<file path="src/rtl/mem_stage.sv">
// -----------------------------------------------------------------------------
// mem_stage
// Memory-access pipeline stage sitting directly after the execute stage.
// Registers the execute results, runs one load/store per instruction over a
// req/ack handshake to data memory, and hands write-back data and controls to
// the write-back stage. While an access is outstanding the upstream pipeline
// is stalled. Misaligned accesses and accesses that are never acknowledged are
// aborted with a one-cycle error pulse.
//
// Parameters
//   TIMEOUT     : request cycles without ack before the access is aborted (1..255)
//   CHECK_ALIGN : 1 = memory ops must be word aligned, 0 = no alignment check
//
// Ports
//   clk, rstn                : clock, asynchronous active-low reset
//   i_MEM_dmemWe/regWe/sWD   : store enable, reg write enable, load select
//   i_MEM_WRA                : destination register address
//   i_MEM_ALUout             : ALU result / memory byte address
//   i_MEM_wdata              : store data
//   o_dmem_req/we/addr/wdata : data-memory request channel
//   i_dmem_ack, i_dmem_rdata : data-memory completion and read data
//   o_MEM_regWe/WRA/WD       : write-back controls and data
//   o_MEM_stall              : upstream must hold, this stage does not load
//   o_MEM_err                : one-cycle pulse on an aborted access
// -----------------------------------------------------------------------------
module mem_stage #(
    parameter int TIMEOUT     = 15,
    parameter bit CHECK_ALIGN = 1'b1
) (
    input  logic        clk,
    input  logic        rstn,

    input  logic        i_MEM_dmemWe,
    input  logic        i_MEM_regWe,
    input  logic        i_MEM_sWD,
    input  logic [4:0]  i_MEM_WRA,
    input  logic [31:0] i_MEM_ALUout,
    input  logic [31:0] i_MEM_wdata,

    output logic        o_dmem_req,
    output logic        o_dmem_we,
    output logic [31:0] o_dmem_addr,
    output logic [31:0] o_dmem_wdata,
    input  logic        i_dmem_ack,
    input  logic [31:0] i_dmem_rdata,

    output logic        o_MEM_regWe,
    output logic [4:0]  o_MEM_WRA,
    output logic [31:0] o_MEM_WD,
    output logic        o_MEM_stall,
    output logic        o_MEM_err
);

    typedef enum logic {
        RUN  = 1'b0,
        WAIT = 1'b1
    } state_t;

    localparam logic [7:0] TIMEOUT_CNT = 8'(TIMEOUT);

    // -------------------------------------------------------------------------
    // Stage register
    // -------------------------------------------------------------------------
    logic        dmem_we_reg;
    logic        reg_we_reg;
    logic        swd_reg;
    logic [4:0]  wra_reg;
    logic [31:0] alu_out_reg;
    logic [31:0] wdata_reg;

    // -------------------------------------------------------------------------
    // Access FSM
    // -------------------------------------------------------------------------
    state_t      state_reg;
    state_t      state_next;
    logic [7:0]  wait_cnt_reg;
    logic [7:0]  wait_cnt_next;

    logic        memop;
    logic        mis;
    logic        timed_out;

    logic        req;
    logic        stall;
    logic        reg_we_out;
    logic        err;

    // The stage register only advances when this stage is not stalling, so
    // the instruction (and hence addr/we/wdata) stays put for the whole
    // transaction. stall depends on ack combinationally, which lets the next
    // instruction load in the very cycle the ack arrives.
    always_ff @(posedge clk or negedge rstn) begin
        if (!rstn) begin
            dmem_we_reg <= 1'b0;
            reg_we_reg  <= 1'b0;
            swd_reg     <= 1'b0;
            wra_reg     <= 5'd0;
            alu_out_reg <= 32'd0;
            wdata_reg   <= 32'd0;
        end else if (!stall) begin
            dmem_we_reg <= i_MEM_dmemWe;
            reg_we_reg  <= i_MEM_regWe;
            swd_reg     <= i_MEM_sWD;
            wra_reg     <= i_MEM_WRA;
            alu_out_reg <= i_MEM_ALUout;
            wdata_reg   <= i_MEM_wdata;
        end
    end

    assign memop     = dmem_we_reg | swd_reg;
    assign mis       = CHECK_ALIGN && memop && (alu_out_reg[1:0] != 2'b00);
    // The >= (rather than ==) keeps the abort reachable even if the counter
    // were ever to sit above the limit.
    assign timed_out = (wait_cnt_reg >= TIMEOUT_CNT);

    always_comb begin
        req           = 1'b0;
        stall         = 1'b0;
        reg_we_out    = 1'b0;
        err           = 1'b0;
        state_next    = state_reg;
        wait_cnt_next = wait_cnt_reg;

        case (state_reg)
            RUN: begin
                if (!memop) begin
                    // Plain ALU instruction: straight through in one cycle.
                    reg_we_out = reg_we_reg;
                end else if (mis) begin
                    // Misaligned: drop the instruction, never touch memory.
                    err = 1'b1;
                end else begin
                    req = 1'b1;
                    if (i_dmem_ack) begin
                        // Zero-wait completion.
                        reg_we_out = reg_we_reg;
                    end else begin
                        stall         = 1'b1;
                        state_next    = WAIT;
                        wait_cnt_next = 8'd1;
                    end
                end
            end

            WAIT: begin
                if (timed_out) begin
                    // Abort: request withdrawn, any ack this cycle is ignored.
                    err           = 1'b1;
                    state_next    = RUN;
                    wait_cnt_next = 8'd0;
                end else begin
                    req = 1'b1;
                    if (i_dmem_ack) begin
                        reg_we_out    = reg_we_reg;
                        state_next    = RUN;
                        wait_cnt_next = 8'd0;
                    end else begin
                        stall = 1'b1;
                        // Saturating increment: never wraps back below limit.
                        if (wait_cnt_reg != 8'hFF) begin
                            wait_cnt_next = wait_cnt_reg + 8'd1;
                        end
                    end
                end
            end

            default: begin
                state_next    = RUN;
                wait_cnt_next = 8'd0;
            end
        endcase
    end

    always_ff @(posedge clk or negedge rstn) begin
        if (!rstn) begin
            state_reg    <= RUN;
            wait_cnt_reg <= 8'd0;
        end else begin
            state_reg    <= state_next;
            wait_cnt_reg <= wait_cnt_next;
        end
    end

    // -------------------------------------------------------------------------
    // Outputs (combinational from the registers and the ack/rdata inputs)
    // -------------------------------------------------------------------------
    assign o_dmem_req   = req;
    assign o_dmem_we    = dmem_we_reg;
    assign o_dmem_addr  = alu_out_reg;
    assign o_dmem_wdata = wdata_reg;

    assign o_MEM_regWe  = reg_we_out;
    assign o_MEM_WRA    = wra_reg;
    assign o_MEM_WD     = swd_reg ? i_dmem_rdata : alu_out_reg;
    assign o_MEM_stall  = stall;
    assign o_MEM_err    = err;

endmodule

</file>
<file path="config.mk">
export PLATFORM = sky130hd
export DESIGN_NAME = mem_stage
export DESIGN_NICKNAME = d
export VERILOG_FILES = /design/src/rtl/mem_stage.sv
export SDC_FILE = /design/constraint.sdc
export NUM_CORES = 1
export LEC_CHECK = 0
export CAP_MARGIN = 20
export CORE_AREA = 2 2 105 107
export DETAILED_ROUTE_END_ITERATION = 8
export DIE_AREA = 0 0 107 109
export HOLD_SLACK_MARGIN = 0.1
export PLACE_DENSITY = 0.87
export SLEW_MARGIN = 40
export SYNTH_ARGS = -nofsm -noshare
export SYNTH_HDL_FRONTEND = slang
export SYNTH_SLANG_ARGS = --single-unit
</file>
<file path="constraint.sdc">
create_clock -name clk -period 2.4 [get_ports clk]
set_input_delay 0.48 -clock clk [delete_from_list [all_inputs] [get_ports clk]]
set_output_delay 0.48 -clock clk [all_outputs]
set_load 0.01 [all_outputs]
</file>
# After elaboration in Yosys (flattened, before gate mapping)
# Index checks and enable logic that the tools add are counted.
op_classes:
  add_sub_neg: 1
  order_cmp: 1
  eq_ne: 5
  mux: 26
  bitwise: 2
  n_reduce_logical: 3
op_table:
  columns: ["op", "n"]
  rows:
  - ["$mux 8", 6]
  - ["$mux 32", 1]
  - ["$pmux 8 s2", 1]
  - ["$mux 1", 14]
  - ["$add 8x1->8 const B", 1]
  - ["$ge 8x4->1 const B", 1]
  - ["$ne 8x8->1 const B", 1]
  - ["$pmux 1 s2", 4]
  - ["$ne 2x2->1 const B", 3]
  - ["$ne 4x2->1 const B", 1]
  - ["$reduce_and 4->1", 1]
  - ["$reduce_bool 2->1", 1]
  - ["$logic_and 1x1->1", 1]
  - ["$not 1->1", 1]
  - ["$or 1x1->1", 1]
word_totals:
  register_bits: 81
  inputBits: 107
  output_inout_bits: 106
  word_cells: 46

# Longest topological paths before layout
# Gate-level depths: netlist of run 1.
depth:
  ltp_word: 5
  ltp_mapped: 7
  mapped_depth_nobuf: 5

# Worst setup path after synthesis of run 1
# OpenSTA, ideal clock, no wires.
synth_timing:
  kind: "register to output"
  start: "register wait_cnt_reg[4]"
  end: "output port o_MEM_stall"
  arrival_ps: 1504
  required_time_ps: 1920
  setup_slack_ps: 416
  path_stages_with_launch: 6
  n_path_buf: 1
  path_cell_list: "dfrtp_1 or4_4 nor3_4 nor2_2 buf_6 inv_1"
synth_between:
  elab_chain_cells: 3
synth_lines:
  columns: ["item", "line_no", "rtl"]
  rows:
  - ["start, declared", "76", "logic [7:0] wait_cnt_reg;"]
  - ["start signal, assigned", "180", "wait_cnt_reg <= wait_cnt_next;"]
  - ["$ge 8x4->1", "114", "assign timed_out = (wait_cnt_reg >= TIMEOUT_CNT);"]
  - ["$mux 1", "146", "if (timed_out) begin"]
  - ["$pmux 1 s2", "124", "case (state_reg)"]
  - ["end, declared", "50", "output logic o_MEM_stall,"]
# Every way passes these cells.

# Worst setup path after layout of run 1
layout_timing:
  start: "register swd_reg"
  end: "output port o_MEM_WD[12]"
layout_between:
  elab_chain_cells: 1
layout_lines:
  columns: ["item", "line_no", "rtl"]
  rows:
  - ["start, declared", "66", "logic swd_reg;"]
  - ["start signal, assigned", "103", "swd_reg <= i_MEM_sWD;"]
  - ["$mux 32", "194", "assign o_MEM_WD = swd_reg ? i_dmem_rdata : alu_out_reg;"]
  - ["end, declared", "49", "output logic [31:0] o_MEM_WD,"]
# Every way passes these cells.

==> results.txt, run 1 <==
* Outcome: completed
- Net count reported at finish: about 650
- Die Width: about 110 um
- Synthesis inferred 81 register bits.
- Class of the most critical hold timing path: register to register
* Worst vdd rail ir drop: ~410 uV
- Setup repair after global routing left no endpoint under its margin.
* Clock-pin slew of the registers on the worst-case setup and hold paths: 80 ps
* Number of max-slew violations in the final report: 0
- Summed negative setup slack over all endpoints: 0 ps
- For the worst-skew pair, the clock arrives at the later sink with an insertion delay of between 300 and 400 ps.
* Leakage power: about 2.9 nW
* Count of boundary I/O pins: around 210
* Number of sinks handled by clock tree synthesis: 81
- Post-layout min period: between 2000 and 2500 ps
- Worst-case reg-to-reg path depth: 6
- In this run the worst path has a maximum fanout of 16.
- After synthesis, flip-flops and latches occupy approximately 50% of the total area.
- STA classifies the critical path endpoint as a primary output.
- In the final layout, the share of cells above drive strength 1 is between 20% and 30%.
* Number of synthesis warnings: 0
* Maximum number of pins on one net before global-route repair: 59
* HPWL reported at the end of detailed placement: a little over 8 mm
* Average cell area after synthesis: about 12 um2
- Core box area: ~11000 um2
- Worst setup path class: register to primary output
- Met2 Resource Use GR: between 30% and 40%
* Total congestion overflow after global routing: 0
* WL per Instance: approximately 17 um
- Count of cell types in the netlist: 31
* Post-Synth Adder-Cell Area: less than 1%
* Number of filler instances in the final layout: slightly above 800
- Met3 GRT Util: around 4.2%
* Simple-gate share of the synthesized area: about 7.8%
- In the routed design, unresolved DRC markers number 0.
- Counting every net in the synthesized netlist gives roughly 440.
- Via count of the first global-routing pass: around 3700
* ANT nets after route: 0
* Leading cell type in the layout, fill and taps excluded: sky130_fd_sc_hd__clkdlybuf4s50_1
- CP required: roughly 1900 ps
- Summing the areas of all compound-gate instances in the mapped netlist gives between 15 and 20% of the synthesized area.
- After technology mapping, the gate count stands at roughly 330.
- The hold violation total from the final report came to 0.
* Number of maximum-capacitance constraint violations: 0
- Overall Power: between 4 and 5 mW
- The count of buffers added on input and output ports is ~210.
- Setup slack on the critical path of the routed design comes to roughly 78 ps.
* Bufs on Longest Clock Path: 2
- Largest family of logic cells by synthesized area: multiplexers
* Power per Cell Area: approximately 740 nW/um2
- Die extent in y: between 100 and 150 um
* Clk_skew: ~11 ps
* Routing usage on met1: 24.1%
- Before CTS, the worst setup slack after placement is -331 ps.
* Antenna diode count: 0
- Measured slew at the worst slew-check pin: around 600 ps
- Starting Density: about two fifths
- Number of antenna violations at the first check in global routing: 0
- Relative area change from synthesis to final layout: 62.8%
- Tcrit/Tclk final: between 90 and 100%
- TritonCTS built the clock tree.
- Starting DRC count in detailed routing: roughly 150
* CTS Root Buffer Type: sky130_fd_sc_hd__clkbuf_8
* Total number of vias: about 3500
- After synthesis the cells add up to a little over 4000 um2.
- Measured against its own limit, the worst slew margin works out to roughly 60%.
- The floorplan step defined a die boundary enclosing 11700 um2.
- Derived from the worst setup path, the maximum achievable clock frequency is ~430 MHz.
- First-pass GRT wire length: between 15 and 20 mm
- Via density: between 5 and 6
- GRT busiest layer: met2
- The tightest hold path in the finished design has a slack of 512 ps.
* Most frequent cells in the layout: 206 x sky130_fd_sc_hd__clkdlybuf4s50_1, 80 x sky130_fd_sc_hd__dfrtp_1, 43 x sky130_fd_sc_hd__nand2_1, 42 x sky130_fd_sc_hd__o21ai_0, 37 x sky130_fd_sc_hd__o211ai_2
- Number of iterations in the first detailed-routing pass: 4
- Data arrival time of the worst path: 1840 ps
* Multiplexer area fraction after synthesis: between 20% and 30%
- Routability-driven placement finished with a final weighted congestion of between 0.7 and 0.8.
* Routed wire length: ~12 mm
* Hold path cells: 1
- In this run the number of H-tree levels came out at 3.
* GRT Resource Usage Total: 19.5%
* Std cell rows: 38
- STA classifies the critical path startpoint as a register.
* Synth Area in XOR/XNOR: 0%
* Final setup violating endpoints: 0
- Buffers inserted during clock tree synthesis total 9.
## report_power, final
group	switching (mW)	internal (mW)
logic	0.855	1.27
registers	0.241	1.62
clock network	0.510	0.438
## worst paths after layout
check	start	end	slack (ps)
min reg2reg	reg_we_reg	reg_we_reg	510
max reg2reg	wait_cnt_reg[5]	o_dmem_wdata[17]	180
max in group asynchronous	rstn	o_dmem_addr[21]	1200
min	reg_we_reg	reg_we_reg	510
min in group asynchronous	rstn	o_dmem_wdata[31]	560
max	swd_reg	o_MEM_WD[12]	80
## cell families after synthesis
logic type / Yosys count
adders and majority gates: 1
and+or+nand+nor: 68
buffers and inverters: 25
muxes: 65
DFF: 81
AOI/OAI and AO/OA: 87
## worst max-delay path, cell delays in order (launching register included)
cell                              delay [ps]
sky130_fd_sc_hd__dfrtp_2                 450
sky130_fd_sc_hd__buf_12                  180
sky130_fd_sc_hd__mux2_2                  350
sky130_fd_sc_hd__clkdlybuf4s50_1         510
## metrics by stage
| step | area [um2] | util, % | cells |
|---|---|---|---|
| 2_1_floorplan | 4090 | - | 327 |
| 3_3_place_gp | 6390 | 60.3 | 669 |
| 3_5_place_dp | 6390 | 60.3 | 669 |
| 4_1_cts | 6620 | 62.4 | 687 |
| 5_1_grt | 6650 | 62.7 | 689 |
| 6_report | 6650 | 62.7 | 689 |
## final cells by class
type | count | area [um2] | area share (%)
clock inverters | 5 | 38.8 | 0.583
repair buffers | 230 | 2320 | 34.9
clock buffers | 11 | 151 | 2.28
multi-input cells | 221 | 1940 | 29.1
inverters | 1 | 3.75 | 0.0564
flip-flops and latches | 81 | 2030 | 30.5
well taps | 140 | 175 | 2.63
## cells in the mapped netlist (all sizes together)
master	instances	area [um2]
nor4	1	6.26
and2	5	32.5
dfrtp	81	2030
mux2	65	841
buf	11	101
or2	1	6.26
ha	1	12.5
nor3	4	31.3
nand2	44	165
a22o	1	8.76
inv	1	3.75
a211oi	2	15.0
nor2	3	13.8
a21o	1	7.51
o211ai	38	470
nand3	4	20.0
o21ba	1	10.0
o21ai	42	210
or3	1	6.26
o31ai	1	7.51
and3	1	6.26
nand2b	3	18.8
clkbuf	13	48.8
or4	1	11.3
a21oi	1	5.00
## per-layer routing
| layer | share of wire, % | vias to the layer above |
|---|---|---|
| met5 | 0 | - |
| met4 | 1.5 | 0 |
| met3 | 5.3 | 16 |
| met2 | 52 | 127 |
| met1 | 41 | 1733 |
| li1 | - | 1618 |
## timing repair
item / CTS / global route
setup endpoints to repair: 33 / 24
pin swaps: 2 / 1
endpoints found under the hold margin: 23 / 0
gates cloned: 0 / 1
setup buffers: 1 / 1
gates resized for setup: 12 / 1
hold buffers: 1 / 0
Power figures use the tool's default switching activity.
==> inputs of run 2 (changes only) <==
--- a/config.mk
+++ b/config.mk
@@ -9,8 +9,7 @@
 export CORE_AREA = 2 2 105 107
 export DETAILED_ROUTE_END_ITERATION = 8
 export DIE_AREA = 0 0 107 109
-export HOLD_SLACK_MARGIN = 0.1
-export PLACE_DENSITY = 0.87
+export PLACE_DENSITY_LB_ADDON = 0.08
 export SLEW_MARGIN = 40
 export SYNTH_ARGS = -nofsm -noshare
 export SYNTH_HDL_FRONTEND = slang
==> run 2 against run 1 <==
Critical path depth unchanged. Total power is 3.3% higher. Combinational power shrank 3%. Largest cell class unchanged.
==> results.txt, run 2 (synthesis gave the netlist of run 1 again) <==
- Summed negative setup slack over all endpoints: 0 ps (unchanged)
* Core box area: 10600 um2 (unchanged)
* Hold violation count in the final report: 0 (unchanged)
- The maximum fanout encountered on the critical timing path is 31 (+15).
- Measured slew at the worst slew-check pin: 605 ps (+8.71 ps)
- Routed wire length: 10.9 mm (-6.7%)
- Combinational fraction of design power: 40.5% (-2.6 points)
- Traced cell by cell, the critical path runs through buf_12 -> mux2_2 -> clkdlybuf4s50_1.
* Sequential share of power: 36.5% (-1.2 points)
* Outcome: completed
* Worst-case reg-to-reg path depth: 6 (unchanged)
- STA classifies the critical path endpoint as a primary output.
- Critical path startpoint category: register
* Class of the most critical hold timing path: input pin to asynchronous set/reset pin
- Relative area change from synthesis to final layout: 63.0%
- The cell family contributing the most delay on the critical path is buffers and inverters.
- Worst vdd rail ir drop: 407 uV (-1.8%)
- The violation count after the first detailed-route iteration was 107 (-28%).
- Worst stage delay on the critical path: 500 ps (about the same)
- Share of total power consumed by net switching: 30.2% (-2.3 points)
* Total number of vias: 3444 (-1.4%)
* Via count of the first global-routing pass: 3472 (-5.7%)
- The max-capacitance violation count is 0 (unchanged).
- The clock period minus final worst setup slack came to 2350 ps (+30.8 ps).
* Cell internal power dissipation: 3.56 mW (+6.9%)
- The total clock sinks came to 81 (unchanged).
- The clock network latency to the later pin of the worst-skew pair came to 340 ps (about the same).
- The layout cell share with drive strength beyond 1 was 26.9% (-0.27 points).
- HPWL reported at the end of detailed placement: 7.73 mm (-7.0%)
- The detailed-routing iteration count for the pre-antenna-repair pass came to 4 (unchanged).
* Total congestion overflow after global routing: 0 (unchanged)
* Number of antenna violations at the first check in global routing: 0 (unchanged)
- CP required: 1920 ps (about the same)
* Count of cell instances traversed by the critical path: 3 (unchanged)
- The max-slew violation count is 0 (unchanged).
- CTS tree: done
- Final setup violating endpoints: 0 (unchanged)
* CTS Root Buffer Type: sky130_fd_sc_hd__clkbuf_8
* Worst-path cell with the longest stage delay: sky130_fd_sc_hd__clkdlybuf4s50_1
- Clk_skew: 16.5 ps (+5.93 ps)
- The library cells used most frequently in the layout, excluding fill and tap cells, are 206 x sky130_fd_sc_hd__clkdlybuf4s50_1, 80 x sky130_fd_sc_hd__dfrtp_1, 43 x sky130_fd_sc_hd__nand2_1, 42 x sky130_fd_sc_hd__o21ai_0, 37 x sky130_fd_sc_hd__o211ai_2.
- The effective utilization at floorplan is 38.5% (unchanged).
* Slew margin rel.: 59.6% (-0.58 points)
- Tcrit/Tclk final: 98.0% (+1.3 points)
- Bufs on Longest Clock Path: 2 (unchanged)
- The part of the total power dissipated in the clock network came to 23.0% (+3.8 points).
- Number of DRC violations after detailed routing: 0 (unchanged)
* Net switching component of the power: 1.54 mW (-4.1%)
- The layout net count is 650 (-0.31%).
- The post-cts hold buffer count is 0 (-1).
- The global-route wire length before repair is 17.3 mm (-4.8%).
- The fmax is 425 MHz (-1.3%).
- The number of input and output port buffers inserted is 212 (unchanged).
* Die outline area: 11700 um2 (unchanged)
- Leakage power: 2.91 nW (+0.48%)
- Power per Cell Area: 766 nW/um2 (+3.1%)
- The average vias per placed instance came to 5.01 (-1.1%).
* Std cell rows: 38 (unchanged)
- The TritonCTS buffer count was 9 (unchanged).
- The H-tree depth came to 3 (unchanged).
- The remaining antenna violation count after routing is 0 (unchanged).
* RSZ-0062 raised after global routing: no
- Worst setup path class: register to primary output
* GRT Resource Usage Total: 18.6% (-0.87 points)
- The maximum number of pins on one net before global-route repair is 51 (-14%).
- The clock-pin slew on the worst setup and hold paths is 90 ps (about the same).
- The die extent in y is 109 um (unchanged).
* Antenna diode count: 0 (unchanged)
* Count of boundary I/O pins: 213 (unchanged)
- Data arrival time of the worst path: 1870 ps (+30 ps)
* Number of filler instances in the final layout: 868 (+4.8%)
- Tightest hold margin: 67.4 ps (-444 ps)
- Buffers and inverters on the worst path: 2 (unchanged)
- Routability-driven placement congestion ratio: 0.823 (+4.7%)
* Die Width: 107 um (unchanged)
- WL per Instance: 15.9 um (-6.4%)
* Leading cell type in the layout, fill and taps excluded: sky130_fd_sc_hd__clkdlybuf4s50_1
## run 2: final cells by class
class | instances | area [um2] | share of cell area [%]
Clock inverter | 5 | 104 | 1.56
Sequential cell | 81 | 2030 | 30.4
Multi-Input combinational cell | 221 | 1930 | 29.0
Timing Repair Buffer | 228 | 2290 | 34.3
Inverter | 1 | 3.75 | 0.0563
Clock buffer | 11 | 131 | 1.97
Tap cell | 140 | 175 | 2.63
## run 2: layer usage
metal  GRT usage (%)  part of all wire, %  vias up
met4            5.57                 0.99        0
met3            5.32                  7.5        9
met2            30.2                   49      138
met1            24.3                   43     1684
met5               0                    0        -
li1                -                    -     1613
## run 2: worst paths after layout
| check | startpoint | to | slack [ps] |
|---|---|---|---|
| max in group asynchronous | rstn | swd_reg | 1680 |
| hold / removal | rstn | o_dmem_wdata[8] | 70 |
| min in group clk | wait_cnt_reg[7] | wait_cnt_reg[7] | 490 |
| hold reg to reg | wait_cnt_reg[7] | wait_cnt_reg[7] | 490 |
| setup / recovery | swd_reg | o_MEM_WD[20] | 50 |
| setup reg to reg | wait_cnt_reg[4] | o_dmem_wdata[26] | 260 |
## run 2: worst register-to-register path, stage by stage (launching register included)
cell	delay [ps]
sky130_fd_sc_hd__dfrtp_1	400
sky130_fd_sc_hd__or4_4	560
sky130_fd_sc_hd__buf_4	160
sky130_fd_sc_hd__or3_2	440
sky130_fd_sc_hd__buf_12	210
sky130_fd_sc_hd__o211ai_2	200
sky130_fd_sc_hd__nand2_1	70
## run 2: repair_timing
item	in CTS	in global routing
setup buffers	2	2
pin swaps	1	1
resized for setup	10	3
endpoints found under the setup margin	29	2
## run 2: stage by stage
step                utilization (%)  power, mW  instance area [um2]  setup WS, ps  instances
floorplan                         -       2.83                 4090           416        327
global placement               60.2       3.91                 6380          -311        667
detailed placement             60.2       3.95                 6380          -320        667
CTS                            62.7       5.18                 6650         -13.8        685
global route                   62.8       5.39                 6660          6.71        687
finish                         62.8       5.10                 6660          47.0        687
## run 2: power by group through the flow
stage / Sequential (mW) / Combinational [mW] / Clock, mW
floorplan: 1.95 / 0.878 / 0
global placement: 1.88 / 2.03 / 0
detailed placement: 1.89 / 2.06 / 0
CTS: 1.87 / 2.10 / 1.21
global route: 1.91 / 2.22 / 1.26
finish: 1.86 / 2.07 / 1.17
==> patch 1: new RTL, settings of run 2 <==
Set the parameter `CHECK_ALIGN` to 1'b0 (it was 1'b1).
--- a/src/rtl/mem_stage.sv
+++ b/src/rtl/mem_stage.sv
@@ -27,3 +27,3 @@
     parameter int TIMEOUT     = 15,
-    parameter bit CHECK_ALIGN = 1'b1
+    parameter bit CHECK_ALIGN = 1'b0
 ) (
Formal check against the unedited RTL: not equivalent (Yosys sat finds a counterexample within 4 cycles, from zero or initial values and one cycle with rstn low).
==> patch 1 against run 2 <==
- total power decreased by 25%
- routed wire length decreased by 19%
- sequential share of layout area increased by 3.2 points
- critical path depth unchanged
- setup slack improved by 0.068 ns
- sequential cell count unchanged
- final cell count decreased by 14%
- cell area decreased by 9.6%
- fmax increased by 3.0%
- utilization decreased by 6.0 points
- synthesized area decreased by 13%
==> patch 1: results (changes against run 2) <==
| Metric | Value |
|---|---|
| Run status | `complete, no violations` |
| DP HPWL | `6.68 mm (-14%)` |
| Per-cell via count in the routed design | `4.55 (-9.3%)` |
| Routed wirelength normalized by instance count | `15.0 um (-5.8%)` |
| Adder and majority cell fraction of the synthesized area | `0.350% (+0.044 points)` |
| Portion of total power attributed to combinational logic | `32.3% (-8.2 points)` |
| Overall Global Routing Usage | `15.4% (-3.2 points)` |
| Worst hold margin | `0.0942 ns (+0.0268 ns)` |
| Int Pwr | `2.83 mW (-21%)` |
| Pre-CTS setup slack | `-0.0120 ns (+0.308 ns)` |
| Mapped Nets | `337 (-23%)` |
| Leakage power | `2.52 nW (-14%)` |
| Maximum number of pins on one net before global-route repair | `43 (-16%)` |
| Worst Clk Skew | `0.00953 ns (-0.00698 ns)` |
| FILL cells | `895 (+3.1%)` |
| Top cell types by occurrence after synthesis | `sky130_fd_sc_hd__mux2_2 (83), sky130_fd_sc_hd__dfrtp_1 (81), sky130_fd_sc_hd__mux2_4 (19)` |
| CTS resizes | `7 (-3)` |
| Wire length of the first global-routing pass | `14.0 mm (-19%)` |
| Total power consumption of the routed design | `3.82 mW (-25%)` |
| Count of mapped cells out of synthesis | `229 (-30%)` |
| Area after detailed placement | `5850 sq um (-8.3%)` |
| Count of routing violations after the opening detailed-route iteration | `79 (-26%)` |
| Start of the worst register-to-register path | `wait_cnt_reg[7]` |
| Clock power frac | `24.6% (+1.6 points)` |
| Placer Congestion | `0.678 (-18%)` |
| Cells taking the most area after synthesis | `sky130_fd_sc_hd__dfrtp_1 (57%), sky130_fd_sc_hd__mux2_2 (26%), sky130_fd_sc_hd__mux2_4 (8.0%)` |
| Endpoint of the worst setup timing path | `o_MEM_WD[0]` |
| Sequential area share after synthesis | `56.7% (+7.1 points)` |
| Compound-cell area share of the yosys netlist | `2.66% (-15 points)` |
| Worst reg-to-reg setup slack | `0.16 ns (-0.10 ns)` |
| Maximum fanout count along the critical path | `9 (-71%)` |
| Worst path arrival time | `1.80 ns (-0.07 ns)` |
| Endpoint of the lowest-slack register-to-register path | `o_dmem_wdata[20]` |
| Multiplexer share of the synthesized area | `34.2% (+14 points)` |
| Worst Slack Setup Final | `0.115 ns (+0.0685 ns)` |
| Placed Instances | `576 (-14%)` |
| Post-route cell area | `6020 sq um (-9.6%)` |
| Post-CTS setup-driven buffer insertion count | `1 (-1)` |
| Share of final-layout standard cells stronger than drive strength 1 | `29.9% (+3.0 points)` |
## patch 1: cell types whose count changed after synthesis, moves of 7 or more
cell                              run 2  this run
sky130_fd_sc_hd__nand2_1             44         1
sky130_fd_sc_hd__buf_6                8         1
sky130_fd_sc_hd__clkbuf_1            13         1
sky130_fd_sc_hd__mux2_4              29        19
sky130_fd_sc_hd__o211ai_2            37         0
sky130_fd_sc_hd__mux2_2              36        83
sky130_fd_sc_hd__o21ai_0             42         1
## patch 1: final cells by class
class                      count  area share, %
timing repair buffer         219           36.2
multi-input combinational    134           24.0
tap                          140           2.91
inverter                       3          0.208
sequential                    81           33.7
clock buffer                  10           2.12
clock inverter                 5          0.956
## patch 1: layer usage
layer,global-route usage [%],share of wire [%],vias to the layer above
met4,4.73,0.63,0
met5,0,0,-
met2,24.6,48,141
met3,6.69,10,6
met1,19.0,41,1282
li1,-,-,1262
==> patch 2: new RTL, config.mk and constraints of run 2 <==
Without the edit above. Make the reset (`rstn`) synchronous in 2 clocked blocks. Comments in the files are not updated.
--- a/src/rtl/mem_stage.sv
+++ b/src/rtl/mem_stage.sv
@@ -91,3 +91,3 @@
     // instruction load in the very cycle the ack arrives.
-    always_ff @(posedge clk or negedge rstn) begin
+    always_ff @(posedge clk) begin
         if (!rstn) begin
@@ -173,3 +173,3 @@
 
-    always_ff @(posedge clk or negedge rstn) begin
+    always_ff @(posedge clk) begin
         if (!rstn) begin
Formal check against the unedited RTL: differs if rstn is asserted again (counterexample within 4 cycles, from zero or initial values and one cycle with rstn low); with rstn held inactive, the same outputs for 4 cycles.
==> patch 2 against run 2 <==
- sequential cell count stayed put
- critical path depth is 2 higher
- die area stayed put
- setup slack worse by 0.038 ns
- synthesized area is 8.3% lower
- fmax is 1.6% lower
- routed wire length is 5.0% lower
- cell area is 7.2% lower
- critical endpoint is now o_dmem_req
Power is not compared: it rests on default switching activity, and its combinational part moved more than twofold at a synthesized area within 25%.
==> patch 2: results (changes against run 2) <==
| Metric | Value |
|---|---|
| Run status | `complete, no violations` |
| Compound-cell area share of the yosys netlist | `2.17% (-16 points)` |
| Via count of the first global-routing pass | `3403 (-2.0%)` |
| Fraction of post-synthesis cell area in the top cell type by area | `43.3% (-6.3 points)` |
| Delay contributed by the slowest stage of the critical path | `0.56 ns (+0.06 ns)` |
| Maximum number of pins on one net before global-route repair | `87 (+71%)` |
| Post-CTS setup-driven buffer insertion count | `0 (-2)` |
| Number of buffers added on ports | `212 (unchanged)` |
| Post-synthesis cell type count | `30 (-3.2%)` |
| Met1 Use GR | `19.6% (-4.7 points)` |
| Sequential area share after synthesis | `43.3% (-6.3 points)` |
| Met2 demand-to-capacity share in global routing | `32.3% (+2.2 points)` |
| CTS resizes | `13 (+3)` |
| Count of routing violations after the opening detailed-route iteration | `99 (-7.5%)` |
| Cells taking the most area after synthesis | `sky130_fd_sc_hd__dfxtp_1 (43%), sky130_fd_sc_hd__mux2i_1 (19%), sky130_fd_sc_hd__nand2_1 (15%)` |
| Total vias in the final route | `3461 (+0.49%)` |
| Top cell types by occurrence after synthesis | `sky130_fd_sc_hd__nand2_1 (148), sky130_fd_sc_hd__dfxtp_1 (81), sky130_fd_sc_hd__mux2i_1 (72)` |
| Mapped Nets | `510 (+17%)` |
| Critical path's top delay family | `simple AND/OR/NAND/NOR gates` |
| Share of final-layout standard cells stronger than drive strength 1 | `11.6% (-15 points)` |
| Met3 WL post-DR | `832 um (+1.8%)` |
| Worst path arrival time | `1.91 ns (+0.04 ns)` |
| Length of routed wiring on met1 | `4.07 mm (-13%)` |
| Worst Clk Skew | `0.0104 ns (-0.00614 ns)` |
| Maximum fanout count along the critical path | `3 (-90%)` |
| Antenna Cells | `0 (unchanged)` |
| Mean cell area of the mapped netlist | `9.32 sq um (-25%)` |
| Total power consumption of the routed design | `3.51 mW` |
| Slowest cell on the critical path | `sky130_fd_sc_hd__or4b_4` |
| Met3 Usage GRT | `6.40% (+1.1 points)` |
| Adder and majority cell fraction of the synthesized area | `0.334% (+0.028 points)` |
| Area after detailed placement | `5930 sq um (-7.0%)` |
| Multiplexer share of the synthesized area | `28.9% (+8.3 points)` |
| Placer Congestion | `0.755 (-8.3%)` |
| Share of synthesized registers carrying an async set or reset | `0% (-100 points)` |
| DRT Wirelength | `10.4 mm (-5.0%)` |
| FILL cells | `947 (+9.1%)` |
| Placed Instances | `737 (+10%)` |
| Xor/xnor cell area share of the yosys netlist | `0.234% (+0.23 points)` |
| Wire length of the first global-routing pass | `16.6 mm (-3.9%)` |
| Routed wirelength normalized by instance count | `13.8 um (-13%)` |
| Worst Hold Class | `reg2reg` |
| Slew of the pin with the lowest slew margin | `0.518 ns (-0.0875 ns)` |
| Start of the worst register-to-register path | `wait_cnt_reg[7]` |
| Clock-pin slew on the worst setup and hold paths | `0.07 ns (-0.02 ns)` |
| Overall Global Routing Usage | `18.1% (-0.46 points)` |
| DP HPWL | `7.60 mm (-1.7%)` |
| Leakage power | `2.41 nW` |
[patch 2: changes by cell type after synthesis, sizes merged, moves of 4 or more]
cell and delta:
and3 +4, dfxtp +81, dfrtp -81, o211ai -36, mux2 -33, nor2 +4, nand2 +104, o21ai -42
mux2i +72, clkbuf +7
[patch 2: layout make-up]
| class | instances | share of cell area (%) |
|---|---|---|
| multi-input cells | 290 | 30.9 |
| repair buffers | 225 | 36.8 |
| well taps | 140 | 2.83 |
| flip-flops and latches | 81 | 26.2 |
| clock inverters | 5 | 0.910 |
| inverters | 2 | 0.121 |
| clock buffers | 10 | 2.22 |
[patch 2: worst paths after layout]
path | slack [ns] | endpoint | cells past startpoint
hold reg to reg | 0.46 | o_dmem_wdata[0] | 2
setup reg to reg | 0.16 | o_dmem_wdata[18] | 6
setup / recovery | 0.009 | o_dmem_req | 5
hold / removal | 0.46 | o_dmem_wdata[0] | 2
